[config.mk]
export PLATFORM = sky130hd
export DESIGN_NAME = fp_div
export DESIGN_NICKNAME = d
export VERILOG_FILES = /design/src/rtl/fp_div.sv
export SDC_FILE = /design/constraint.sdc
export NUM_CORES = 1
export LEC_CHECK = 0
export BUFFER_PORTS_ARGS = -buffer_cell sky130_fd_sc_hd__buf_2
export CAP_MARGIN = 25
export CELL_PAD_IN_SITES_DETAIL_PLACEMENT = 0
export CELL_PAD_IN_SITES_GLOBAL_PLACEMENT = 1
export CORE_UTILIZATION = 44
export CTS_BUF_LIST = sky130_fd_sc_hd__clkbuf_4 sky130_fd_sc_hd__clkbuf_8
export DETAILED_ROUTE_END_ITERATION = 12
export PLACE_DENSITY = 0.81
export SLEW_MARGIN = 30
export SYNTH_ARGS = -nofsm -noshare
export SYNTH_HDL_FRONTEND = slang
export SYNTH_SLANG_ARGS = --single-unit
[constraint.sdc]
create_clock -name clk -period 2.86 [get_ports clk]
set_input_delay 0.572 -clock clk [delete_from_list [all_inputs] [get_ports clk]]
set_output_delay 0.572 -clock clk [all_outputs]
set_load 0.05 [all_outputs]
[src/rtl/fp_div.sv]
// fp_div: multi-cycle IEEE 754 binary floating-point divider.
// Restoring radix-2 significand division, one quotient bit per clock.
// Results are truncated toward zero. No rounding and no sticky bit.
//
// Handshake: start is sampled only while the FSM is in IDLE. busy is high
// from the cycle after the accepting edge until the result cycle. done is a
// one-cycle pulse in the cycle where q/qFlags take the new result (busy is
// already low then). start is ignored while busy, and nothing is queued.

package fp_div_pkg;
  // One-hot class flag bit positions
  localparam int F_NORMAL    = 0;
  localparam int F_SUBNORMAL = 1;
  localparam int F_ZERO      = 2;
  localparam int F_INFINITY  = 3;
  localparam int F_QNAN      = 4;
  localparam int F_SNAN      = 5;
  localparam int LAST_FLAG   = 6;
endpackage

module fp_div
  import fp_div_pkg::*;
#(
  parameter int NEXP = 5,
  parameter int NSIG = 10
) (
  input  logic                      clk,
  input  logic                      rst_n,
  input  logic                      start,
  input  logic [NEXP+NSIG:0]        a,
  input  logic [NEXP+NSIG:0]        b,
  output logic                      busy,
  output logic                      done,
  output logic [NEXP+NSIG:0]        q,
  output logic [LAST_FLAG-1:0]      qFlags,
  output logic [1:0]                dbg_state
);

  localparam int W    = NEXP + NSIG + 1;
  localparam int EW   = NEXP + 2;
  localparam int CW   = $clog2(NSIG + 2);
  localparam int BIAS = (1 << (NEXP - 1)) - 1;
  localparam int EMIN = 1 - BIAS;
  localparam int EMAX = BIAS;

  localparam logic signed [EW-1:0] BIAS_E = EW'(BIAS);
  localparam logic signed [EW-1:0] EMIN_E = EW'(EMIN);
  localparam logic signed [EW-1:0] EMAX_E = EW'(EMAX);
  localparam logic signed [EW-1:0] ZLIM_E = EW'(EMIN - NSIG);
  localparam logic signed [EW-1:0] ONE_E  = EW'(1);
  localparam logic [CW-1:0]        CNT_INIT = CW'(NSIG + 1);
  localparam logic [CW-1:0]        CNT_ONE  = CW'(1);

  localparam logic [1:0] S_IDLE = 2'd0;
  localparam logic [1:0] S_NORM = 2'd1;
  localparam logic [1:0] S_DIV  = 2'd2;
  localparam logic [1:0] S_FIN  = 2'd3;

  // Operand classification (one-hot)
  function automatic logic [LAST_FLAG-1:0] classify(input logic [W-1:0] x);
    logic [NEXP-1:0] e;
    logic [NSIG-1:0] f;
    e = x[W-2:NSIG];
    f = x[NSIG-1:0];
    classify = '0;
    if (&e) begin
      if (f == '0)        classify[F_INFINITY] = 1'b1;
      else if (f[NSIG-1]) classify[F_QNAN]     = 1'b1;
      else                classify[F_SNAN]     = 1'b1;
    end else if (e == '0) begin
      if (f == '0) classify[F_ZERO]      = 1'b1;
      else         classify[F_SUBNORMAL] = 1'b1;
    end else begin
      classify[F_NORMAL] = 1'b1;
    end
  endfunction

  // Unbiased exponent; subnormals sit at EMIN with a zero hidden bit
  function automatic logic signed [EW-1:0] unb_exp(input logic [W-1:0] x);
    if (x[W-2:NSIG] == '0) return EMIN_E;
    return $signed({2'b00, x[W-2:NSIG]}) - BIAS_E;
  endfunction

  // Significand with the hidden bit made explicit
  function automatic logic [NSIG:0] full_sig(input logic [W-1:0] x);
    return {(x[W-2:NSIG] != '0), x[NSIG-1:0]};
  endfunction

  logic [1:0]              state_r;
  logic [W-1:0]            a_raw, b_raw;
  logic [LAST_FLAG-1:0]    a_flags, b_flags;
  logic signed [EW-1:0]    a_exp, b_exp;
  logic [NSIG:0]           a_sig, b_sig;
  logic                    sign_r;
  logic signed [EW-1:0]    exp_r;
  logic [NSIG+1:0]         rem;
  logic [NSIG+1:0]         quo;
  logic [CW-1:0]           cnt;

  logic [NSIG+1:0]         trial;
  logic [NSIG+1:0]         rem_next;

  logic                    special_hit;
  logic [W-1:0]            special_q;
  logic [LAST_FLAG-1:0]    special_flags;

  logic signed [EW-1:0]    t_exp;
  logic [NSIG:0]           t_sig;
  logic [EW-1:0]           sub_sh;
  logic [NSIG:0]           sub_sig;
  logic signed [EW-1:0]    biased;
  logic [W-1:0]            arith_q;
  logic [LAST_FLAG-1:0]    arith_flags;

  assign dbg_state = state_r;

  // Restoring step: the trial difference fits NSIG+2 bits because rem < 2*b_sig
  assign trial    = rem - {1'b0, b_sig};
  assign rem_next = trial[NSIG+1] ? rem : trial;

  // Special-case resolution in priority order from the latched classes
  always_comb begin
    special_hit   = 1'b1;
    special_q     = '0;
    special_flags = '0;
    if (a_flags[F_SNAN]) begin
      special_q = a_raw;
      special_flags[F_SNAN] = 1'b1;
    end else if (b_flags[F_SNAN]) begin
      special_q = b_raw;
      special_flags[F_SNAN] = 1'b1;
    end else if (a_flags[F_QNAN]) begin
      special_q = a_raw;
      special_flags[F_QNAN] = 1'b1;
    end else if (b_flags[F_QNAN]) begin
      special_q = b_raw;
      special_flags[F_QNAN] = 1'b1;
    end else if ((a_flags[F_INFINITY] && b_flags[F_INFINITY]) ||
                 (a_flags[F_ZERO] && b_flags[F_ZERO])) begin
      special_q = {sign_r, {NEXP{1'b1}}, 1'b1, {(NSIG-1){1'b0}}};
      special_flags[F_QNAN] = 1'b1;
    end else if (a_flags[F_INFINITY] || b_flags[F_ZERO]) begin
      special_q = {sign_r, {NEXP{1'b1}}, {NSIG{1'b0}}};
      special_flags[F_INFINITY] = 1'b1;
    end else if (a_flags[F_ZERO] || b_flags[F_INFINITY]) begin
      special_q = {sign_r, {(W-1){1'b0}}};
      special_flags[F_ZERO] = 1'b1;
    end else begin
      special_hit = 1'b0;
    end
  end

  // Quotient normalization, truncation and range check
  always_comb begin
    t_exp       = quo[NSIG+1] ? exp_r : (exp_r - ONE_E);
    t_sig       = quo[NSIG+1] ? quo[NSIG+1:1] : quo[NSIG:0];
    sub_sh      = EMIN_E - t_exp;
    sub_sig     = t_sig >> sub_sh;
    biased      = t_exp + BIAS_E;
    arith_q     = '0;
    arith_flags = '0;
    if (t_exp < ZLIM_E) begin
      arith_q = {sign_r, {(W-1){1'b0}}};
      arith_flags[F_ZERO] = 1'b1;
    end else if (t_exp < EMIN_E) begin
      arith_q = {sign_r, {NEXP{1'b0}}, sub_sig[NSIG-1:0]};
      arith_flags[F_SUBNORMAL] = 1'b1;
    end else if (t_exp > EMAX_E) begin
      arith_q = {sign_r, {NEXP{1'b1}}, {NSIG{1'b0}}};
      arith_flags[F_INFINITY] = 1'b1;
    end else begin
      arith_q = {sign_r, biased[NEXP-1:0], t_sig[NSIG-1:0]};
      arith_flags[F_NORMAL] = 1'b1;
    end
  end

  // Bits that are intentionally dropped (hidden bit, upper exponent bits, unused classes)
  logic unused_bits;
  assign unused_bits = ^{t_sig[NSIG], sub_sig[NSIG], biased[EW-1:NEXP],
                         a_flags[F_SUBNORMAL], a_flags[F_NORMAL],
                         b_flags[F_SUBNORMAL], b_flags[F_NORMAL]};

  // Control FSM, operand datapath and result registers
  always_ff @(posedge clk or negedge rst_n) begin
    if (!rst_n) begin
      state_r <= S_IDLE;
      a_raw   <= '0;
      b_raw   <= '0;
      a_flags <= '0;
      b_flags <= '0;
      a_exp   <= '0;
      b_exp   <= '0;
      a_sig   <= '0;
      b_sig   <= '0;
      sign_r  <= 1'b0;
      exp_r   <= '0;
      rem     <= '0;
      quo     <= '0;
      cnt     <= '0;
      busy    <= 1'b0;
      done    <= 1'b0;
      q       <= '0;
      qFlags  <= '0;
    end else begin
      done <= 1'b0;
      case (state_r)
        S_IDLE: begin
          if (start) begin
            a_raw   <= a;
            b_raw   <= b;
            a_flags <= classify(a);
            b_flags <= classify(b);
            a_exp   <= unb_exp(a);
            b_exp   <= unb_exp(b);
            a_sig   <= full_sig(a);
            b_sig   <= full_sig(b);
            sign_r  <= a[W-1] ^ b[W-1];
            quo     <= '0;
            busy    <= 1'b1;
            state_r <= S_NORM;
          end
        end
        S_NORM: begin
          if (special_hit) begin
            state_r <= S_FIN;
          end else if (a_sig[NSIG] && b_sig[NSIG]) begin
            exp_r   <= a_exp - b_exp;
            rem     <= {1'b0, a_sig};
            cnt     <= CNT_INIT;
            state_r <= S_DIV;
          end else begin
            // Subnormal operands: shift up one place per cycle, independently
            if (!a_sig[NSIG]) begin
              a_sig <= a_sig << 1;
              a_exp <= a_exp - ONE_E;
            end
            if (!b_sig[NSIG]) begin
              b_sig <= b_sig << 1;
              b_exp <= b_exp - ONE_E;
            end
          end
        end
        S_DIV: begin
          rem <= rem_next << 1;
          quo <= {quo[NSIG:0], ~trial[NSIG+1]};
          cnt <= cnt - CNT_ONE;
          if (cnt == '0) state_r <= S_FIN;
        end
        S_FIN: begin
          q       <= special_hit ? special_q : arith_q;
          qFlags  <= special_hit ? special_flags : arith_flags;
          done    <= 1'b1;
          busy    <= 1'b0;
          state_r <= S_IDLE;
        end
        default: state_r <= S_IDLE;
      endcase
    end
  end

endmodule
==> flow_summary.toml <==
[outcome]
status = "complete, no violations"

[worst_setup_path]
crit_type = "flop to flop"
endpoint_kind = "flop"
critPathMaxFanout = 10
worst_ep_required_time_ns = 3.20
arrival_ns = 3.10
critPathLaunchType = "flop"

[timing]
period_share_pct = 96.5
rsz0062_at_grt = "no"
drv_slew = 0
post-route-min-period_ns = 2.76
tightest_slew_ns = 0.931
fmax_ghz = 0.362
slew_headroom_pct = 37.8
worst_slack_ns = 0.101
setup_violations = 0
hold_viol = 0
holdWs_ns = 0.0842
setup_tns_ns = 0
fin_worst_skew_ns = 0.0103

[global_route]
grt_max_degree = 63
grt_pass1_vias = 6827
overflow = 0
grt_use_total_pct = 24.2
antenna_found_initial = 0
grt_pass1_wl_um = 37500

[cts]
clock-sinks = 138
clk_path_buf_depth = 2
cts_buffers = 17
htree_num_levels = 4
cts-root-buf = "clkbuf_8"
insertion_delay_ns = 0.46
path_clk_slew_ns = 0.08
cts_tree = "yes"

[power]
p_per_area_nw_per_um2 = 1440
ir_drop_uv = 622
p_total_mw = 14.4
power.leakage_nw = 4.38

[drt]
postRouteAntennaNets = 0
vias = 7367
drtIter0Drc = 646
firstDrtPassIters = 5
via_per_inst = 5.71
routedWlPerCell_um = 17.9
drc = 0
drt-total-wl_um = 23100

[floorplanning]
die_w_um = 142
initial_core_util_pct = 45.5
die_y_um = 142
dieArea_um2 = 20200
num_rows = 50
core-area_um2 = 19000
io_pins = 61

[flow_run]
maxCapViolations = 0

[logic_synthesis]
synth_top_cell_area_share_pct = 40.0
synth_top_area_cell = "dfrtp_1"
ys.flop_type = "dfrtp_1"
ys_warn_count = 0
async_flop_share_pct = 100
yosysSeqAreaShare_pct = 40.0
synth_edf_count = 0
yosys-top-cells-area = "dfrtp_1 40%, mux2_2 6.0%, ha_1 5.2%"
synthCells = 939
synth_fp_nets = 1012
ys_seq_elements = 138
avgSynthCellArea_um2 = 9.19
synth.distinct_cells = 75
netlist_area_um2 = 8630

[finish]
area_growth_pct = 16.0
antenna_cells = 0
mostFrequentLayoutCells = "137 x dfrtp_1, 78 x a21oi_1, 77 x nand2_1, 68 x nor2_1, 59 x buf_2"
fin_util_pct = 52.8
layout_commonest_cell = "dfrtp_1"
final_area_um2 = 10000
instances_no_fill = 1290
drive_above_1_share_pct = 21.5
fill_cells = 1783
layout.nets = 1090

[placed_design]
place.gp.congestion = 0.921
dp_hpwl_um = 17200
dp_cells = 1257
dp_slack_ns = -0.0456
dpl_cell_area_um2 = 9490
port-buffer-count = 60

[worst_hold_path]
hold_path_class = "primary input to async pin"
-- critical path, cell delays in order, from the launching register on --
cell and delay (ns):
dfrtp_2 0.46, clkinv_8 0.06, ha_4 0.11, or4b_4 0.49
or3_4 0.38, and4_2 0.25, o2111ai_2 0.23, a311oi_4 0.12
buf_4 0.19, a221oi_1 0.29, nor2_1 0.08
-- layer usage --
metal | routed length, µm | up-vias | global-route usage, %
li1 | - | 3594 | -
met1 | 11400 | 3576 | 35.2
met2 | 10500 | 173 | 36.7
met3 | 893 | 24 | 3.90
met4 | 299 | 0 | 7.36
met5 | 0 | - | 0
-- flip-flops by register name, summed over array words and instances, names as in the netlist --
name       count
a_exp          7
a_flags        4
a_raw         16
a_sig         11
b_exp          7
b_flags        4
b_raw         16
b_sig         11
busy           1
cnt            4
dbg_state      2
done           1
exp_r          7
q             16
qFlags         6
quo           12
rem           12
sign_r         1
-- cell type report --
| cell class | instances | area, µm² | area share [%] |
|---|---|---|---|
| clock buffers | 17 | 234 | 2.34 |
| clock inverters | 15 | 223 | 2.22 |
| inverters | 50 | 200 | 2.00 |
| multi-input cells | 699 | 4850 | 48.4 |
| flip-flops and latches | 138 | 3450 | 34.5 |
| well taps | 260 | 325 | 3.25 |
| repair buffers | 111 | 731 | 7.30 |
-- power by group --
group	switching, mW	internal (mW)	leakage (nW)
Sequential	0.730	2.85	1.67
Combinational	5.30	3.66	2.49
Clock	0.816	1.04	0.222
-- logic make-up after synthesis --
kind of cell,count (synthesis),share of synthesized area [%]
AOI/OAI and AO/OA,280,21.3
xor gates and xnor gates,28,3.00
adders and majority gates,38,5.68
buffers and inverters,102,4.83
DFF,138,40.0
muxes,72,9.30
and+or+nand+nor,281,15.9
-- synth_stat cells, types with 3 or more instances --
master and number:
o22ai_1 16, nand3_1 32, or3_1 7, a221oi_1 21, o311ai_0 3, or4_1 4
nand2b_1 6, and2_1 3, buf_2 3, o21ai_0 59, buf_1 5, a22o_1 13
o31ai_1 6, mux2_2 46, nand4_1 8, xnor2_1 18, buf_4 6, nor4_1 7
nor2b_1 15, o211ai_1 8, o21ai_1 3, or2_2 4, inv_1 48, ha_1 36
a2bb2oi_1 3, nand4b_1 3, o21a_1 8, mux2i_1 24, a31oi_1 15, a21o_1 5
a21boi_0 3, nor3_1 20, nor2_1 70, xor2_1 9, a21oi_1 78, dfrtp_1 138
nor4b_1 4, o31a_1 3, clkbuf_1 37, nand2_1 78, o41ai_1 5, a211oi_1 4
and3_1 11
-- final timing paths --
kind,cells after the start,slack (ns),startpoint,to
setup / recovery,10,0.10,exp_r[0],q[2]
hold / removal,1,0.08,rst_n,exp_r[2]
setup reg to reg,10,0.10,exp_r[0],q[2]
hold reg to reg,1,0.48,qFlags[3],qFlags[3]
max in group asynchronous,2,2.06,rst_n,b_exp[6]
min in group clk,2,0.34,b[10],b_exp[0]
-- repair_timing --
item | 4_1_cts | 5_1_grt
pin swaps | 1 | 1
setup endpoints to repair | 8 | 26
endpoints found under the hold margin | 0 | 0
setup buffers | 0 | 1
resized for setup | 0 | 12
hold buffers | 0 | 0
No activity file was read; power rests on OpenSTA's default activity.
